`config.mk`:
```
export PLATFORM = sky130hd
export DESIGN_NAME = mem_arbiter
export DESIGN_NICKNAME = d
export VERILOG_FILES = /design/src/rtl/mem_arb_pkg.sv /design/src/rtl/mem_arb_pick.sv /design/src/rtl/mem_arbiter.sv
export SDC_FILE = /design/constraint.sdc
export NUM_CORES = 1
export LEC_CHECK = 0
export CORE_MARGIN = 5
export CORE_UTILIZATION = 40
export DETAILED_ROUTE_END_ITERATION = 12
export GPL_TIMING_DRIVEN = 0
export PLACE_DENSITY = 0.89
export SYNTH_ARGS = -nofsm -noshare
export SYNTH_HDL_FRONTEND = slang
export SYNTH_SLANG_ARGS = --single-unit
```
`constraint.sdc`:
```
create_clock -name clk -period 1.3 [get_ports clk]
set_input_delay 0.13 -clock clk [delete_from_list [all_inputs] [get_ports clk]]
set_output_delay 0.13 -clock clk [all_outputs]
set_load 0.005 [all_outputs]
```
`src/rtl/mem_arb_pkg.sv`:
```
// ============================================================================
// Module   : mem_arb_pkg
// Purpose  : Shared types for the two-requester memory arbiter.
// Revision : 1.0 - initial release
// ============================================================================
`default_nettype none

package mem_arb_pkg;

    typedef enum logic [0:0] {
        IDLE   = 1'b0,
        ACCESS = 1'b1
    } state_e;

    typedef enum logic [0:0] {
        OWN_IF = 1'b0,
        OWN_D  = 1'b1
    } owner_e;

    localparam owner_e RR_RESET_LAST = OWN_D;

endpackage : mem_arb_pkg

`default_nettype wire

```
`src/rtl/mem_arb_pick.sv`:
```
// ============================================================================
// Module   : mem_arb_pick
// Purpose  : Two-way grant selector with last-granted pointer.
//            Define MEM_ARB_RR_EN for round-robin, otherwise data wins.
// Revision : 1.0 - initial release
// ============================================================================
`default_nettype none

module mem_arb_pick
    import mem_arb_pkg::*;
(
    input  logic   clk,
    input  logic   rst,
    input  logic   en_i,
    input  logic   if_req_i,
    input  logic   d_req_i,
    output logic   if_gnt_o,
    output logic   d_gnt_o,
    output owner_e owner_o
);

    owner_e last_q;
    owner_e last_d;
    logic   prefer_if;
    logic   d_wins;

`ifdef MEM_ARB_RR_EN
    assign prefer_if = (last_q == OWN_D);
`else
    logic unused_last;
    assign prefer_if   = 1'b0;
    assign unused_last = (last_q == OWN_D);
`endif

    // Data takes the slot unless fetch also asks and the policy favours fetch.
    assign d_wins   = d_req_i && !(if_req_i && prefer_if);
    assign d_gnt_o  = en_i && d_wins;
    assign if_gnt_o = en_i && if_req_i && !d_wins;
    assign owner_o  = d_gnt_o ? OWN_D : OWN_IF;

    always_comb begin
        last_d = last_q;
        if (d_gnt_o) begin
            last_d = OWN_D;
        end else if (if_gnt_o) begin
            last_d = OWN_IF;
        end
    end

    always_ff @(posedge clk) begin
        if (rst) begin
            last_q <= RR_RESET_LAST;
        end else begin
            last_q <= last_d;
        end
    end

endmodule : mem_arb_pick

`default_nettype wire

```
`src/rtl/mem_arbiter.sv`:
```
// ============================================================================
// Module   : mem_arbiter
// Purpose  : Arbitrates fetch and data ports onto one memory, 2-cycle latency.
//            Policy macro: MEM_ARB_RR_EN (round-robin when defined).
// Revision : 1.0 - initial release
// ============================================================================
`default_nettype none

module mem_arbiter
    import mem_arb_pkg::*;
#(
    parameter int AWIDTH = 32,
    parameter int DWIDTH = 32
) (
    input  logic              clk,
    input  logic              rst,
    input  logic              if_req_i,
    input  logic [AWIDTH-1:0] if_addr_i,
    output logic              if_gnt_o,
    output logic              if_rvalid_o,
    output logic [DWIDTH-1:0] if_rdata_o,
    input  logic              d_req_i,
    input  logic              d_we_i,
    input  logic [AWIDTH-1:0] d_addr_i,
    input  logic [DWIDTH-1:0] d_wdata_i,
    output logic              d_gnt_o,
    output logic              d_rvalid_o,
    output logic [DWIDTH-1:0] d_rdata_o,
    output logic [AWIDTH-1:0] mem_addr_o,
    output logic [DWIDTH-1:0] mem_data_o,
    output logic              mem_read_en_o,
    output logic              mem_write_en_o,
    input  logic [DWIDTH-1:0] mem_data_i
);

    state_e            state_q, state_d;
    owner_e            owner_q, pick_owner;
    logic [AWIDTH-1:0] addr_q;
    logic [DWIDTH-1:0] wdata_q;
    logic              we_q;
    logic              if_rvalid_q, d_rvalid_q;
    logic [DWIDTH-1:0] if_rdata_q, d_rdata_q;
    logic              pick_en, any_gnt, in_access;

    assign pick_en   = (state_q == IDLE) && !rst;
    assign any_gnt   = if_gnt_o || d_gnt_o;
    assign in_access = (state_q == ACCESS) && !rst;

    mem_arb_pick u_pick (
        .clk      (clk),
        .rst      (rst),
        .en_i     (pick_en),
        .if_req_i (if_req_i),
        .d_req_i  (d_req_i),
        .if_gnt_o (if_gnt_o),
        .d_gnt_o  (d_gnt_o),
        .owner_o  (pick_owner)
    );

    always_ff @(posedge clk) begin
        if (rst) begin
            state_q <= IDLE;
        end else begin
            state_q <= state_d;
        end
    end

    always_comb begin
        state_d = state_q;
        case (state_q)
            IDLE:    if (any_gnt) state_d = ACCESS;
            ACCESS:  state_d = IDLE;
            default: state_d = IDLE;
        endcase
    end

    always_ff @(posedge clk) begin
        if (rst) begin
            owner_q     <= OWN_IF;
            addr_q      <= '0;
            wdata_q     <= '0;
            we_q        <= 1'b0;
            if_rvalid_q <= 1'b0;
            d_rvalid_q  <= 1'b0;
            if_rdata_q  <= '0;
            d_rdata_q   <= '0;
        end else begin
            if_rvalid_q <= 1'b0;
            d_rvalid_q  <= 1'b0;
            if (any_gnt) begin
                owner_q <= pick_owner;
                if (d_gnt_o) begin
                    addr_q  <= d_addr_i;
                    we_q    <= d_we_i;
                    wdata_q <= d_wdata_i;
                end else begin
                    addr_q  <= if_addr_i;
                    we_q    <= 1'b0;
                end
            end
            if (state_q == ACCESS) begin
                if (owner_q == OWN_IF) begin
                    if_rvalid_q <= 1'b1;
                    if_rdata_q  <= mem_data_i;
                end else begin
                    d_rvalid_q <= 1'b1;
                    d_rdata_q  <= we_q ? '0 : mem_data_i;
                end
            end
        end
    end

    // Enables are masked by rst so an aborted store never reaches memory.
    assign mem_read_en_o  = in_access && !we_q;
    assign mem_write_en_o = in_access && we_q;
    assign mem_addr_o     = addr_q;
    assign mem_data_o     = wdata_q;
    assign if_rvalid_o    = if_rvalid_q;
    assign if_rdata_o     = if_rdata_q;
    assign d_rvalid_o     = d_rvalid_q;
    assign d_rdata_o      = d_rdata_q;

endmodule : mem_arbiter

`default_nettype wire

```
==> results.toml <==
[global_route]
gr-total-overflow = 0
antenna_found_initial = 0
grt_max_degree = 17
first_global_vias = 6044
grtUsageTotal_pct = 25.5
grt_pass1_wl_mm = 32.1

[finish]
drive_above_1_share_pct = 31.4
antenna_cells = 0
fillCellCount = 847
final_cell_mix = "131 x dlygate4sd2_1, 130 x clkdlybuf4s50_1, 127 x dfxtp_1, 67 x nand2_1, 52 x a21oi_1"
final_common_cell = "dlygate4sd2_1"
post-route-util_pct = 77.9
syn2layout_area_growth_pct = 91.4
nets = 1056
final_cell_area_sq_um = 10300

[timing]
fin_crit_ns = 1.61
fin_skew_ns = 0.00566
rsz0062_at_grt = "true"
drv_slew = 0
hold_viol_final = 0
clock.fmax_ghz = 0.621
worstMarginPinSlew_ns = 0.728
layout_setup_ws_ns = -0.309
finalCritPeriodShare_pct = 124
relSlewSlack_pct = 51.5
finalSetupViolCount = 126

[critical_path]
path_max_fanout = 2
crit_arrival_ns = 1.48
path_buf_inv = 4
slowest_delay_ns = 0.35
cp_slowest_cell = "dfxtp_4"
critPathRequiredTime_ns = 1.17
criticalPathCategory = "register to primary output"
start_kind = "register"
crit_start = "state_q$_SDFF_PP0_"
crit_path_frequent_cell = "buf_6"
cp-end-kind = "primary output"
crit_chain = "buf_6 > nor3b_4 > buf_6 > buf_8 > buf_6"
crit-reg2reg-launch = "state_q$_SDFF_PP0_"
critical_path.top_delay_family = "buffers and inverters"

[power_and_ir_drop]
p_sw_share_pct = 26.3
p_sw_w = 0.00307
power.leakage_nw = 4.44
p_clk_share_pct = 40.9
comb_power_share_pct = 20.7
p_per_area_nw_per_um2 = 1140
seq_power_share_pct = 38.5
internal_power_w = 0.00862
vdd_drop_max_v = 0.00119

[detailed_routing]
via_per_inst = 5.41
routedWlPerCell_um = 21.5
drc = 0
firstDrtPassIters = 5
drt-total-wl_mm = 23.9
vias = 6013
postRouteAntennaNets = 0
drt-initial-drc-count = 414

[cts]
cts.clk_slew.worst_paths_ns = 0.05
cts_num_sinks = 133
cts_hold_buffers = 0
cts_buffers = 17
cts.path.max_buffers = 2
clock_latency_ns = 0.42
cts_tree = "done"
cts-root-buf = "clkbuf_16"
h-tree-depth = 4

[logic_synthesis]
syn-cell-area_sq_um = 5370
yosysWarnings = 0
ys_seq_elements = 133
ys_types = 23
yosysSeqAreaShare_pct = 49.6
syn-num-nets = 728
avgSynthCellArea_sq_um = 9.02
netlist_instances = 595

[run_status]
violations = "setup timing"
outcome = "complete, but fails checks"

[min_path]
min_from = "d_req_i"
min_path_type = "input pin to register"

[placed_design]
gp_congestion = 0.809
place_area_sq_um = 8240
port_buffers = 265
dp_hpwl_mm = 14.0

[floorplan]
die_area_sq_um = 15800
core_sq_um = 13200
chipWidth_um = 126
initial_core_util_pct = 40.7
num_rows = 42
ioPinCount = 267
die_h_um = 126

[run]
maxCapViolCount = 0
==> metal layers <==
| layer | vias to the layer above | GRT usage (%) | share of wire [%] |
|---|---|---|---|
| met1 | 2894 | 28.5 | 36 |
| li1 | 2724 | - | - |
| met3 | 79 | 8.81 | 8.0 |
| met4 | 0 | 9.53 | 4.2 |
| met5 | - | 0 | 0 |
| met2 | 316 | 45.1 | 52 |
==> stage by stage <==
step	cells	total power, W	hold WS (ns)	setup TNS [ns]	worst slack (ns)
after detailed placement	1036	0.00642	0.442	-87.01	-0.957
after floorplan	595	0.00527	0.245	0	0.0589
final	1112	0.0117	0.0108	-13.57	-0.309
after global routing	1112	0.0121	0.0196	-19.42	-0.354
after global placement	1036	0.00638	0.437	-80.19	-0.939
after CTS	1104	0.0114	0.0000818	-13.37	-0.319
==> state kept, by name, summed over array words and instances, names as in the netlist <==
| register | cells |
|---|---|
| d_rdata_o | 32 |
| d_rvalid_o | 1 |
| if_rdata_o | 32 |
| if_rvalid_o | 1 |
| mem_addr_o | 32 |
| mem_data_o | 32 |
| owner_q | 1 |
| state_q | 1 |
| we_q | 1 |
==> cell type report <==
type | instances | area (sq um) | share of cell area [%]
Timing Repair Buffer | 312 | 3170 | 30.9
Multi-Input combinational cell | 404 | 3040 | 29.6
Sequential cell | 133 | 2680 | 26.0
Buffer | 54 | 573 | 5.58
Clock buffer | 24 | 482 | 4.69
Tap cell | 176 | 220 | 2.14
Clock inverter | 8 | 98.8 | 0.962
Inverter | 1 | 3.75 | 0.0365
==> worst min-delay path, stage by stage <==
cell and delay, ns:
buf_6 0.12, nand2b_1 0.07, a21oi_1 0.06
==> worst paths after layout <==
check	end	slack (ns)	cells past startpoint
min reg2reg	d_rdata_o[2]$_SDFFE_PP0P_	0.45	2
min	owner_q$_SDFFE_PP0P_	0.01	3
max reg2reg	mem_data_o[18]$_SDFFE_PP0P_	-0.26	9
max	d_gnt_o	-0.31	5
==> synth_stat cells <==
cell type / n / area [sq um]
inv_1: 1 / 3.75
a21oi_1: 98 / 490
buf_2: 14 / 70.1
and2_4: 1 / 8.76
buf_6: 6 / 67.6
nand4b_1: 32 / 280
clkbuf_1: 36 / 135
a21bo_1: 1 / 10.0
nand2b_1: 34 / 213
or2_1: 1 / 6.26
nor2b_1: 1 / 6.26
nor3b_1: 2 / 15.0
nand2_1: 130 / 488
nor2_1: 2 / 7.51
mux2i_1: 32 / 320
buf_1: 3 / 11.3
a211oi_2: 29 / 363
dfxtp_1: 133 / 2660
o21ai_1: 33 / 165
nor4_1: 1 / 6.26
a211oi_1: 3 / 22.5
and3b_1: 1 / 8.76
nor2_2: 1 / 6.26
==> power by group through the flow <==
stage | clock network (W) | registers [W] | logic (W)
finish | 0.00478 | 0.00450 | 0.00242
global route | 0.00500 | 0.00452 | 0.00255
CTS | 0.00479 | 0.00447 | 0.00212
detailed placement | 0 | 0.00454 | 0.00188
global placement | 0 | 0.00453 | 0.00185
floorplan | 0 | 0.00456 | 0.000714
==> cell families after synthesis <==
group	after synthesis	share of synthesized area, %
multiplexers	32	5.97
buffers and inverters	60	5.36
flip-flops	133	49.6
AND/OR/NAND/NOR	206	19.5
AO/OA/AOI/OAI	164	19.6
==> timing repair <==
action / CTS / global route
cloned: 12 / 7
pin swaps: 47 / 61
gates resized for setup: 300 / 166
buffers inserted: 27 / 6
endpoints found under the setup margin: 266 / 136
(Power assumes the default switching activity.)
